$ cat config.mk
export PLATFORM = sky130hd
export DESIGN_NAME = lcd_frame_sched_flat
export DESIGN_NICKNAME = d
export VERILOG_FILES = /design/src/rtl/lcd_frame_sched_if.sv /design/src/rtl/lcd_frame_sched.sv /design/src/flat_wrapper.sv
export SDC_FILE = /design/constraint.sdc
export NUM_CORES = 1
export LEC_CHECK = 0
export CORE_ASPECT_RATIO = 1.4
export CORE_MARGIN = 8
export CORE_UTILIZATION = 30
export CTS_CLUSTER_DIAMETER = 60
export DETAILED_ROUTE_END_ITERATION = 7
export HOLD_SLACK_MARGIN = 0.06
export PLACE_DENSITY = 0.4
export SLEW_MARGIN = 0
export SYNTH_ARGS = -nofsm -noshare
export SYNTH_HDL_FRONTEND = slang
export SYNTH_SLANG_ARGS = --single-unit
$ cat constraint.sdc
create_clock -name CLK -period 22.9 [get_ports CLK]
set_input_delay 2.29 -clock CLK [delete_from_list [all_inputs] [get_ports CLK]]
set_output_delay 2.29 -clock CLK [all_outputs]
set_load 0.02 [all_outputs]
$ cat src/rtl/lcd_frame_sched_if.sv
// lcd_frame_sched_if: byte front end, FIFO write side and frame status of the frame scheduler
interface lcd_frame_sched_if;
  logic       byte_valid;
  logic       byte_ready;
  logic       byte_dc;
  logic [7:0] byte_data;
  logic       fifo_full;
  logic       fifo_we;
  logic [7:0] fifo_di;
  logic       fifo_rst;
  logic       frame_start;
  logic       frame_done;
  logic       frame_abort;
  logic       overflow;
  logic       win_err;
  logic       busy;
  modport master (
    output byte_valid, byte_dc, byte_data, fifo_full,
    input  byte_ready, fifo_we, fifo_di, fifo_rst, frame_start, frame_done,
           frame_abort, overflow, win_err, busy
  );
  modport slave (
    input  byte_valid, byte_dc, byte_data, fifo_full,
    output byte_ready, fifo_we, fifo_di, fifo_rst, frame_start, frame_done,
           frame_abort, overflow, win_err, busy
  );
endinterface

$ cat src/rtl/lcd_frame_sched.sv
// lcd_frame_sched: DCS command decoder and window-sized pixel byte streamer into the display FIFO
module lcd_frame_sched #(
  parameter int H_RES        = 800,
  parameter int V_RES        = 480,
  parameter int FLUSH_CYCLES = 4
) (
  input logic              CLK,
  input logic              RST,
  lcd_frame_sched_if.slave bus
);
  localparam logic [1:0] S_IDLE   = 2'd0;
  localparam logic [1:0] S_ARG    = 2'd1;
  localparam logic [1:0] S_FLUSH  = 2'd2;
  localparam logic [1:0] S_STREAM = 2'd3;
  localparam logic [15:0] H_MAX  = 16'(H_RES - 1);
  localparam logic [15:0] V_MAX  = 16'(V_RES - 1);
  localparam logic [3:0]  F_LAST = 4'(FLUSH_CYCLES - 1);
  logic [1:0]  r_state;
  logic        r_tgt;
  logic [1:0]  r_idx;
  logic [23:0] r_arg;
  logic [15:0] r_sc, r_ec, r_sr, r_er;
  logic [31:0] r_cnt;
  logic [3:0]  r_fcnt;
  logic        r_we;
  logic [7:0]  r_di;
  logic        r_start, r_done, r_abort, r_ovf, r_werr;
  logic        w_xfer, w_cmd, w_data, w_win_ok;
  logic [15:0] w_end, w_end_c;
  logic [31:0] w_len;
  assign w_xfer   = bus.byte_valid & bus.byte_ready;
  assign w_cmd    = w_xfer & ~bus.byte_dc;
  assign w_data   = w_xfer & bus.byte_dc;
  assign w_win_ok = (r_sc <= r_ec) && (r_sr <= r_er);
  assign w_len    = (({16'd0, r_ec} - {16'd0, r_sc} + 32'd1) *
                     ({16'd0, r_er} - {16'd0, r_sr} + 32'd1)) << 1;
  assign w_end    = {r_arg[7:0], bus.byte_data};
  // only the end coordinate is clamped so an out-of-range start still makes the window invalid
  assign w_end_c  = r_tgt ? ((w_end > V_MAX) ? V_MAX : w_end)
                          : ((w_end > H_MAX) ? H_MAX : w_end);
  always_ff @(posedge CLK) begin
    if (RST) begin
      r_state <= S_IDLE;
      r_tgt   <= 1'b0;
      r_idx   <= 2'd0;
      r_arg   <= 24'd0;
      r_sc    <= 16'd0;
      r_ec    <= H_MAX;
      r_sr    <= 16'd0;
      r_er    <= V_MAX;
      r_cnt   <= 32'd0;
      r_fcnt  <= 4'd0;
      r_we    <= 1'b0;
      r_di    <= 8'd0;
      r_start <= 1'b0;
      r_done  <= 1'b0;
      r_abort <= 1'b0;
      r_ovf   <= 1'b0;
      r_werr  <= 1'b0;
    end else begin
      r_we    <= 1'b0;
      r_start <= 1'b0;
      r_done  <= 1'b0;
      r_abort <= 1'b0;
      if (w_cmd) begin
        r_abort <= (r_state == S_STREAM);
        r_state <= S_IDLE;
        if (bus.byte_data == 8'h2A || bus.byte_data == 8'h2B) begin
          r_tgt   <= bus.byte_data[0];
          r_idx   <= 2'd0;
          r_state <= S_ARG;
        end else if (bus.byte_data == 8'h2C) begin
          if (w_win_ok) begin
            r_ovf   <= 1'b0;
            r_cnt   <= w_len;
            r_fcnt  <= F_LAST;
            r_state <= S_FLUSH;
          end else begin
            r_werr <= 1'b1;
          end
        end
      end else if (r_state == S_FLUSH) begin
        r_fcnt <= r_fcnt - 4'd1;
        if (r_fcnt == 4'd0) begin
          r_state <= S_STREAM;
          r_start <= 1'b1;
        end
      end else if (w_data && r_state == S_ARG) begin
        r_idx <= r_idx + 2'd1;
        r_arg <= {r_arg[15:0], bus.byte_data};
        if (r_idx == 2'd3) begin
          r_state <= S_IDLE;
          if (r_tgt) begin
            r_sr <= r_arg[23:8];
            r_er <= w_end_c;
          end else begin
            r_sc <= r_arg[23:8];
            r_ec <= w_end_c;
          end
        end
      end else if (w_data && r_state == S_STREAM) begin
        // dropped bytes still count so the frame stays aligned to the window
        r_cnt <= r_cnt - 32'd1;
        r_we  <= ~bus.fifo_full;
        r_di  <= bus.byte_data;
        r_ovf <= r_ovf | bus.fifo_full;
        if (r_cnt == 32'd1) begin
          r_done  <= 1'b1;
          r_state <= S_IDLE;
        end
      end
    end
  end
  assign bus.byte_ready  = (r_state != S_FLUSH);
  assign bus.busy        = r_state[1];
  assign bus.fifo_rst    = (r_state == S_FLUSH);
  assign bus.fifo_we     = r_we;
  assign bus.fifo_di     = r_di;
  assign bus.frame_start = r_start;
  assign bus.frame_done  = r_done;
  assign bus.frame_abort = r_abort;
  assign bus.overflow    = r_ovf;
  assign bus.win_err     = r_werr;
endmodule

$ cat src/flat_wrapper.sv
// flat-port wrapper written by rule: the top's interface ports become plain ports
module lcd_frame_sched_flat 
#(
  parameter int H_RES        = 800,
  parameter int V_RES        = 480,
  parameter int FLUSH_CYCLES = 4
)
  (CLK, RST, bus_byte_valid, bus_byte_dc, bus_byte_data, bus_fifo_full, bus_byte_ready, bus_fifo_we, bus_fifo_di, bus_fifo_rst, bus_frame_start, bus_frame_done, bus_frame_abort, bus_overflow, bus_win_err, bus_busy);
  lcd_frame_sched_if bus_i ();
  input logic CLK;
  input logic RST;
  input wire logic [$bits(bus_i.byte_valid)-1:0] bus_byte_valid;
  input wire logic [$bits(bus_i.byte_dc)-1:0] bus_byte_dc;
  input wire logic [$bits(bus_i.byte_data)-1:0] bus_byte_data;
  input wire logic [$bits(bus_i.fifo_full)-1:0] bus_fifo_full;
  output wire logic [$bits(bus_i.byte_ready)-1:0] bus_byte_ready;
  output wire logic [$bits(bus_i.fifo_we)-1:0] bus_fifo_we;
  output wire logic [$bits(bus_i.fifo_di)-1:0] bus_fifo_di;
  output wire logic [$bits(bus_i.fifo_rst)-1:0] bus_fifo_rst;
  output wire logic [$bits(bus_i.frame_start)-1:0] bus_frame_start;
  output wire logic [$bits(bus_i.frame_done)-1:0] bus_frame_done;
  output wire logic [$bits(bus_i.frame_abort)-1:0] bus_frame_abort;
  output wire logic [$bits(bus_i.overflow)-1:0] bus_overflow;
  output wire logic [$bits(bus_i.win_err)-1:0] bus_win_err;
  output wire logic [$bits(bus_i.busy)-1:0] bus_busy;
  assign bus_i.byte_valid = bus_byte_valid;
  assign bus_i.byte_dc = bus_byte_dc;
  assign bus_i.byte_data = bus_byte_data;
  assign bus_i.fifo_full = bus_fifo_full;
  assign bus_byte_ready = bus_i.byte_ready;
  assign bus_fifo_we = bus_i.fifo_we;
  assign bus_fifo_di = bus_i.fifo_di;
  assign bus_fifo_rst = bus_i.fifo_rst;
  assign bus_frame_start = bus_i.frame_start;
  assign bus_frame_done = bus_i.frame_done;
  assign bus_frame_abort = bus_i.frame_abort;
  assign bus_overflow = bus_i.overflow;
  assign bus_win_err = bus_i.win_err;
  assign bus_busy = bus_i.busy;
  lcd_frame_sched #(.H_RES(H_RES), .V_RES(V_RES), .FLUSH_CYCLES(FLUSH_CYCLES)) u_core (.CLK(CLK), .RST(RST), .bus(bus_i));
endmodule
* Word-level counts from Yosys, hierarchy flattened
Index checks and enable logic that the tools add are counted.
** Word-level totals
- Input port bits :: 13
- Output and inout bits :: 17
- Logic and storage cells :: 120
- Register bits after elaboration :: 143
** Operators by class
- $mul :: 1
- Bitwise gates (word level) :: 13
- Multiplexer cells :: 38
- Order comparisons :: 4
- Add/sub/neg operators :: 7
- Reduce and logical (&&, ||, !) cells :: 23
- Equality and inequality tests :: 17
** Operators with widths (number)
- $mux W32 :: 7
- $add A32 B1 Y32 const B :: 2
- $mux W16 :: 3
- $sub A16 B16 Y17 :: 2
- $eq A32 B1 Y1 const B :: 1
- $le A16 B16 Y1 :: 2
- $mul A32 B32 Y31 :: 1
- $sub A32 B1 Y32 const B :: 1
- $mux W2 :: 14
- $eq A8 B6 Y1 const B :: 3
- $mux W4 :: 5
- $gt A16 B10 Y1 const B :: 1
- $gt A16 B9 Y1 const B :: 1
- $reduce_and A4 Y1 :: 4
- $ne A2 B2 Y1 const B :: 5
- $reduce_and A5 Y1 :: 2
- $mux W1 :: 9
- $not A1 Y1 :: 9
- $reduce_bool A4 Y1 :: 2
- $eq A2 B2 Y1 const B :: 3
- $reduce_and A3 Y1 :: 2
- $reduce_and A6 Y1 :: 1
- $reduce_bool A2 Y1 :: 3
- $reduce_or A5 Y1 :: 1
- other kinds (14) :: 19

* Logic depth before layout (Yosys ltp)
Gate-level depths: netlist of the first run.
- Depth in word-level cells :: 8
- Depth in mapped cells :: 44
- Gate-level depth less buffers :: 43

* Worst setup path after synthesis of the first run
Ideal clock, no wire load.
- Path type :: register -> register
- Start :: register u_core.r_ec[0]
- End :: register u_core.r_cnt[31]
- Required time :: 22.765 ns
- Period minus slack after synthesis :: 9.613 ns
- Setup time :: 0.135 ns
- Stages on the path, launching flop included :: 40
- Setup slack :: 13.287 ns
- Buffers on the path :: 1
- Arrival time :: 9.478 ns
- Cells stage by stage :: dfxtp_1 > inv_1 > ha_1 > inv_1 > clkbuf_1 > ha_1 > nor4b_4 > nand3_1 > nor4_2 > nand2_1 > xor2_1 > nor2_1 > fa_1 > fa_1 > fa_1 > inv_1 > fa_1 > inv_1 > (+4 left out) > fa_1 > inv_1 > fa_1 > inv_1 > ha_1 > a21oi_1 > nor2b_1 > o21ai_0 > nand2b_1 > a21oi_1 > nor2_1 > a211o_1 > nor2b_1 > o21ai_0 > nand2b_1 > a21oi_1 > xnor2_1 > a31oi_1
** On the way
- Word-level cells in the longest chain between the ends :: 7
- Elaborated cells between the ends (all ways) :: 11
- Those cells by class :: add/sub: 2; mul: 1; order compare: 1; eq/ne: 1; mux: 4; reduce/logical: 2
** RTL lines
- start: declaration :: RTL line lcd_frame_sched.sv:22 : logic [15:0] r_sc, r_ec, r_sr, r_er;
- start signal: assignment :: RTL line lcd_frame_sched.sv:98 : r_ec <= w_end_c;
- $sub A16 B16 Y17 :: RTL line lcd_frame_sched.sv:35 : assign w_len = (({16'd0, r_ec} - {16'd0, r_sc} + 32'd1) *
- $add A32 B1 Y32 :: RTL line lcd_frame_sched.sv:35
- $mul A32 B32 Y31 :: RTL line lcd_frame_sched.sv:35
- $mux W32 :: RTL line lcd_frame_sched.sv:73 : if (w_win_ok) begin
- $mux W32 :: RTL line lcd_frame_sched.sv:72 : end else if (bus.byte_data == 8'h2C) begin
- $mux W32 :: RTL line lcd_frame_sched.sv:68 : if (bus.byte_data == 8'h2A || bus.byte_data == 8'h2B) begin
- $mux W32 :: RTL line lcd_frame_sched.sv:65 : if (w_cmd) begin
- end signal: assignment :: RTL line lcd_frame_sched.sv:75 : r_cnt <= w_len;
- end signal: assignment :: RTL line lcd_frame_sched.sv:103 : r_cnt <= r_cnt - 32'd1;
- end: declaration :: RTL line lcd_frame_sched.sv:23 : logic [31:0] r_cnt;
Parallel ways exist; a longest one is shown, timed or not. The select of a mux whose other input is x is not followed.
A chain may end at the register's enable or synchronous reset.

* Worst setup path in the final report of the first run
Same ends and word-level chain as after synthesis.

==> results.py, run 1 <==
metrics = {
    "sta": {
        "fin_crit_sh_pct": 48.4,
        "hold_violations": 0,
        "slew_headroom_pct": 13.5,
        "fin_hold_ws_ns": 0.457,
        "finalClockSkew_ns": 0.0181,
        "slew_violations": 0,
        "tightestPinTransition_ns": 1.29,
        "max_freq_ghz": 0.0902,
        "fin_ws_ns": 11.82,
        "rsz0062_at_grt": "false",
        "fin_tns_setup_ns": 0,
        "period_needed_ns": 11.08,
        "setup_violations": 0,
    },
    "finish": {
        "multi_input_area_mm2": 0.0175,
        "layout.nets": 3320,
        "fin_util_pct": 32.9,
        "fill_cells": 8132,
        "diodes": 0,
        "drive_above_1_share_pct": 4.57,
        "area.growth.synth_to_final_pct": 9.06,
        "seqCellArea_mm2": 0.00286,
    },
    "yosys": {
        "yosysWarningCount": 0,
        "synthFlopType": "dfxtp_1",
        "postSynthNetCount": 3329,
        "synth_area_mm2": 0.0229,
        "synth.distinct_cells": 82,
        "synth-seq-cells": 143,
        "synth_top_area_share_pct": 33.4,
        "seq_area_frac_synth_pct": 12.5,
        "async_flop_share_pct": 0,
        "synth_top_area_cell": "fa_1",
        "synth_edf_count": 0,
        "synth_cells": 2776,
        "syn_area_per_cell_um2": 8.25,
        "synth_area_leaders": "fa_1 33%, dfxtp_1 13%, inv_1 9.2%",
    },
    "global_route": {
        "grt_usage_pct": 17.5,
        "grt_overflow": 0,
        "grt_pass1_wl_mm": 116,
        "grt_max_degree": 70,
        "grt_pass1_vias": 19700,
        "antenna_found_initial": 0,
    },
    "setup_path": {
        "cp-start-kind": "flop",
        "cp_slowest_cell": "xor2_1",
        "cp_top_family": "adder cells",
        "crit_path_max_fanout": 14,
        "cp.buffers_inverters": 8,
        "critPathArrivalTime_ns": 11.40,
        "crit_type": "reg2reg",
        "max_stage_delay_ns": 0.71,
        "end_kind": "flop",
        "critPathRequiredTime_ns": 23.22,
    },
    "power_and_ir_drop": {
        "combPwrFrac_pct": 8.8,
        "internal-power_w": 0.000411,
        "finalPower_w": 0.000579,
        "power_frac_seq_pct": 44.0,
        "ir_drop_v": 0.0000503,
        "clkPwrFrac_pct": 47.3,
        "power.density_mw_per_mm2": 23.2,
        "power.leakage_nw": 11.6,
        "p_switching_w": 0.000168,
        "switching_share_pct": 29.1,
    },
    "route": {
        "dr.pass1.iters": 7,
        "vias": 18300,
        "ant_nets": 0,
        "drt_iter0_markers": 966,
        "drt-vias-per-instance": 4.87,
        "wl_mm": 74.3,
        "wl_per_cell_um": 19.8,
        "drcViolationCount": 0,
    },
    "die": {
        "die_w_um": 249,
        "die_area_mm2": 0.0855,
        "row_count": 120,
        "initial_core_util_pct": 30.1,
        "fp.dieH_um": 343,
        "coreArea_mm2": 0.0760,
        "io_pins": 30,
    },
    "cts": {
        "cts_tree": "done",
        "cts_resized": 0,
        "cts_made_buffers": 17,
        "clockBufferDepth": 2,
        "htree_num_levels": 4,
        "cts_num_sinks": 143,
        "path_clk_slew_ns": 0.08,
        "post-cts-setup-buffer-count": 0,
        "clockRootBuffer": "clkbuf_16",
        "cts_hold_buf": 0,
        "clk_latency_ns": 0.46,
    },
    "flow_run": {
        "maxCapViolCount": 0,
    },
    "min_path": {
        "hold_class": "reg2reg",
    },
    "outcome": {
        "outcome": "finished, final reports clean",
    },
    "placed_design": {
        "port_buffers": 29,
        "dp_hpwl_mm": 61.2,
        "place_congestion": 0.872,
        "place_ws_ns": 11.77,
    },
}
cells in the mapped netlist, drive strengths merged, types with 10 or more instances:
library cell,number
clkbuf,107
nor2b,16
a21oi,149
nor3,31
xor2,45
nor4,13
and3,21
nand3,34
nand4,21
nand2b,15
o21ai,59
ha,158
dfxtp,143
and2,47
nor2,236
fa,382
xnor3,10
inv,564
nand2,436
a22oi,11
a21o,23
a211o,16
xnor2,95
a211oi,18
metrics by stage:
stage               instances  area (um^2)
floorplan                2776        22900
global placement         3724        24400
detailed placement       3724        24400
CTS                      3755        25000
global route             3755        25000
finish                   3755        25000
cells by family after synthesis:
kind of cell	count (synthesis)	synth area share [%]
adder cells (fa/ha/maj)	540	42.0
multiplexers	3	0.131
AO/OA/AOI/OAI	352	9.72
flip-flops	143	12.5
AND/OR/NAND/NOR	913	17.9
XOR/XNOR	150	6.62
buffers and inverters	675	11.1
layout make-up:
| cell class | count | area share (%) |
|---|---|---|
| inverters | 565 | 8.49 |
| flip-flops and latches | 143 | 11.5 |
| clock inverters | 14 | 0.496 |
| repair buffers | 82 | 2.75 |
| well taps | 976 | 4.89 |
| clock buffers | 17 | 1.70 |
| multi-input cells | 1958 | 70.2 |
worst reg2reg max path: cells and delay by family (launching register included):
kind / cells / cell delay (ns)
fa+ha+maj: 11 / 5.33
simple gates: 10 / 2.15
compound gates: 7 / 1.36
buf+inv: 8 / 0.93
xor+xnor: 2 / 0.85
flops: 1 / 0.34
power by group through the flow:
| stage | registers (W) | logic (W) | clock network (W) |
|---|---|---|---|
| 2_1_floorplan | 0.000259 | 0.0000351 | 0 |
| 3_3_place_gp | 0.000260 | 0.0000500 | 0 |
| 3_5_place_dp | 0.000260 | 0.0000505 | 0 |
| 4_1_cts | 0.000255 | 0.0000508 | 0.000285 |
| 5_1_grt | 0.000255 | 0.0000573 | 0.000291 |
| 6_report | 0.000255 | 0.0000507 | 0.000274 |
registers in the layout, summed over array words and instances (netlist names), 2 cells and up:
name and cells:
u_core.r_ec 16, u_core.bus.fifo_di 8, u_core.r_idx 2, u_core.r_er 16
u_core.r_fcnt 4, u_core.r_arg 24, u_core.r_sr 16, u_core.r_state 2
u_core.r_cnt 32, u_core.r_sc 16
layout by cell type (no fill, tap or decap), types with 17 or more instances in the layout:
cell type	n
nor2_1	232
inv_1	564
dfxtp_1	143
a211oi_1	17
nor3_1	30
fa_1	382
buf_4	54
a21o_1	23
and3_1	21
nand4_1	21
xnor2_1	88
ha_1	158
xor2_1	40
clkdlybuf4s50_1	28
o21ai_0	56
a21oi_1	148
clkbuf_16	17
nand3_1	33
nand2_1	436
and2_1	47
worst paths after layout:
path,start,end,slack [ns],cells after the start
max,u_core.r_ec[0],u_core.r_cnt[31],11.82,38
min,u_core.bus.fifo_di[4],u_core.bus.fifo_di[4],0.46,2
max reg2reg,u_core.r_ec[0],u_core.r_cnt[31],11.82,38
min reg2reg,u_core.bus.fifo_di[4],u_core.bus.fifo_di[4],0.46,2
per-layer routing:
metal  vias to the layer above  global-route usage [%]  routed length, um
li1                       8573                       -                  -
met1                      9294                    19.7              29400
met2                       333                    34.5              40900
met3                        82                    1.37               1810
met4                         0                    5.51               2160
met5                         -                       0                  0
No activity file was read; power rests on OpenSTA's default activity.
==> run 2: changes to the inputs <==
--- a/config.mk
+++ b/config.mk
@@ -11,7 +11,7 @@
 export CTS_CLUSTER_DIAMETER = 60
 export DETAILED_ROUTE_END_ITERATION = 7
 export HOLD_SLACK_MARGIN = 0.06
-export PLACE_DENSITY = 0.4
+export PLACE_DENSITY = 0.42
 export SLEW_MARGIN = 0
 export SYNTH_ARGS = -nofsm -noshare
 export SYNTH_HDL_FRONTEND = slang
==> constraint.sdc (replaced) <==
create_clock -name CLK -period 9.2 [get_ports CLK]
set_input_delay 0.92 -clock CLK [delete_from_list [all_inputs] [get_ports CLK]]
set_output_delay 0.92 -clock CLK [all_outputs]
set_load 0.02 [all_outputs]
==> run 2 against run 1 <==
- the run now ends with setup timing left
- first-iteration DRC count is 14% lower
- sequential share of layout area is 1.6 points lower
- flip-flop and latch count stayed put
- critical path type unchanged
- largest cell class unchanged
- largest power group unchanged
==> results.py, run 2 (synthesis results as in run 1) <==
metrics = {
    "finish": {
        "seqCellArea_mm2": 0.00287,
        "top_register": "u_core.r_cnt",
        "fill_cells": 7936,
        "stdcell_count": 4129,
        "layout.nets": 3693,
        "reg_top3": "u_core.r_cnt (32), u_core.r_arg (24)",
        "area.growth.synth_to_final_pct": 27.2,
        "multi_input_area_mm2": 0.0186,
        "drive_above_1_share_pct": 21.1,
        "final_common_cell": "inv_1",
        "largest_reg_flops": 32,
        "most-common-layout-cells": "548 x inv_1, 425 x nand2_1, 392 x buf_4",
    },
    "power_and_ir_drop": {
        "power.density_mw_per_mm2": 50.7,
        "internal-power_w": 0.00106,
        "p_switching_w": 0.000417,
        "finalPower_w": 0.00148,
        "power.leakage_nw": 13.7,
        "ir_drop_v": 0.000129,
        "power_frac_seq_pct": 43.0,
        "clkPwrFrac_pct": 48.4,
        "switching_share_pct": 28.2,
        "combPwrFrac_pct": 8.6,
    },
    "setup_path": {
        "cpMostUsedCell": "fa_1",
        "cp_top_family": "adder cells",
        "cp_slowest_cell": "fa_2",
        "max_stage_delay_ns": 0.62,
        "cp-endpoint": "u_core.r_cnt[31]",
        "critPathRequiredTime_ns": 9.52,
        "crit_path_start": "u_core.r_ec[0]",
        "critPathArrivalTime_ns": 9.54,
        "rr_worst_depth": 38,
        "path_depth": 38,
        "r2r-start": "u_core.r_ec[0]",
        "end_kind": "flop",
        "crit_path_max_fanout": 7,
        "r2r_end": "u_core.r_cnt[31]",
        "r2r_setup_slack_ns": -0.02,
        "crit_type": "reg2reg",
        "cp-start-kind": "flop",
        "cp.buffers_inverters": 8,
    },
    "route": {
        "drt_iter0_markers": 828,
        "drcViolationCount": 0,
        "dr.pass1.iters": 5,
        "wl_per_cell_um": 18.7,
        "ant_nets": 0,
        "vias": 19700,
        "drt-vias-per-instance": 4.78,
        "wl_mm": 77.1,
    },
    "sta": {
        "period_needed_ns": 9.22,
        "fin_ws_ns": -0.0227,
        "fin_crit_sh_pct": 100,
        "slew_headroom_pct": 19.5,
        "max_freq_ghz": 0.108,
        "hold_violations": 0,
        "rsz0062_at_grt": "true",
        "setup_violations": 1,
        "slew_violations": 0,
        "fin_tns_setup_ns": -0.0227,
        "finalClockSkew_ns": 0.0149,
        "tightestPinTransition_ns": 1.20,
    },
    "cts": {
        "cts_tree": "done",
        "cts_hold_buf": 0,
        "htree_num_levels": 4,
        "cts_made_buffers": 17,
        "clk_latency_ns": 0.45,
        "cts_num_sinks": 143,
        "path_clk_slew_ns": 0.07,
        "clockBufferDepth": 2,
        "clockRootBuffer": "clkbuf_16",
    },
    "placed_design": {
        "place_congestion": 0.890,
        "dp_hpwl_mm": 64.4,
        "port_buffers": 29,
        "place_ws_ns": -0.543,
        "place_inst": 4033,
    },
    "global_route": {
        "grt_overflow": 0,
        "antenna_found_initial": 1,
        "grt_pass1_vias": 21400,
        "grt_pass1_wl_mm": 120,
        "grt_usage_pct": 18.0,
        "grt_max_degree": 76,
    },
    "die": {
        "coreArea_mm2": 0.0760,
        "die_w_um": 249,
        "io_pins": 30,
        "row_count": 120,
        "initial_core_util_pct": 30.1,
        "fp.dieH_um": 343,
        "die_area_mm2": 0.0855,
    },
    "min_path": {
        "holdPathStages": 2,
        "hp-start": "u_core.bus.fifo_di[2]",
        "hold_class": "reg2reg",
    },
    "outcome": {
        "failed_checks": "setup timing",
        "outcome": "finished, violations left",
    },
    "flow_run": {
        "maxCapViolCount": 0,
    },
}
run 2: layer usage:
metal / GRT usage, % / vias to the layer above / part of all wire [%]
li1: - / 9317 / -
met5: 0 / - / 0
met4: 7.51 / 0 / 4.4
met2: 35.6 / 396 / 55
met1: 19.6 / 9876 / 38
met3: 1.23 / 133 / 2.5
run 2: layout make-up:
type                            count  share of cell area, %
Tap cell                          976                   4.19
Clock inverter                     13                  0.511
Timing Repair Buffer              455                   12.8
Multi-Input combinational cell   1958                   63.8
Antenna cell                        1                0.00860
Clock buffer                       18                   1.51
Sequential cell                   143                   9.86
Inverter                          565                   7.31
run 2: what timing repair did:
| item | 4_1_cts | 5_1_grt |
|---|---|---|
| pin swaps | 119 | 57 |
| buffers inserted | 48 | 15 |
| cloned | 1 | 1 |
| gates resized for setup | 157 | 70 |
| hold endpoints to repair | 0 | 0 |
| endpoints found under the setup margin | 14 | 14 |
run 2: tightest hold or removal path, stage by stage (launching register included):
cell	delay, ns
dfxtp_1	0.31
nand2_1	0.05
a21oi_1	0.05
run 2: how the worst min path moves through the flow:
stage                                 end  slack (ns)
floorplan                  u_core.r_ec[0]        0.44
global placement    u_core.bus.fifo_di[1]        0.45
detailed placement  u_core.bus.fifo_di[2]        0.45
CTS                       u_core.r_sc[10]        0.46
global route               u_core.r_sr[5]        0.48
finish              u_core.bus.fifo_di[2]        0.46
run 2: power groups by stage:
| stage | logic, W | clock network [W] | registers [W] |
|---|---|---|---|
| after detailed placement | 0.000125 | 0 | 0.000648 |
| after floorplan | 0.0000872 | 0 | 0.000646 |
| final | 0.000127 | 0.000715 | 0.000634 |
| after global routing | 0.000143 | 0.000757 | 0.000635 |
| after CTS | 0.000126 | 0.000742 | 0.000634 |
| after global placement | 0.000124 | 0 | 0.000648 |
run 2: metrics by stage:
stage | utilization [%] | cell area (um^2) | hold WS (ns)
detailed placement | 35.5 | 27000 | 0.449
global route | 38.3 | 29100 | 0.480
global placement | 35.5 | 27000 | 0.448
CTS | 37.7 | 28700 | 0.462
floorplan | - | 23100 | 0.435
finish | 38.3 | 29100 | 0.460
==> run 3: changes to the inputs <==
--- a/config.mk
+++ b/config.mk
@@ -5,6 +5,7 @@
 export SDC_FILE = /design/constraint.sdc
 export NUM_CORES = 1
 export LEC_CHECK = 0
+export ABC_CLOCK_PERIOD_IN_PS = 9200
 export CORE_ASPECT_RATIO = 1.4
 export CORE_MARGIN = 8
 export CORE_UTILIZATION = 30
==> results of run 3 <==
Final layout, timing and power as in run 2 (identical DEF).
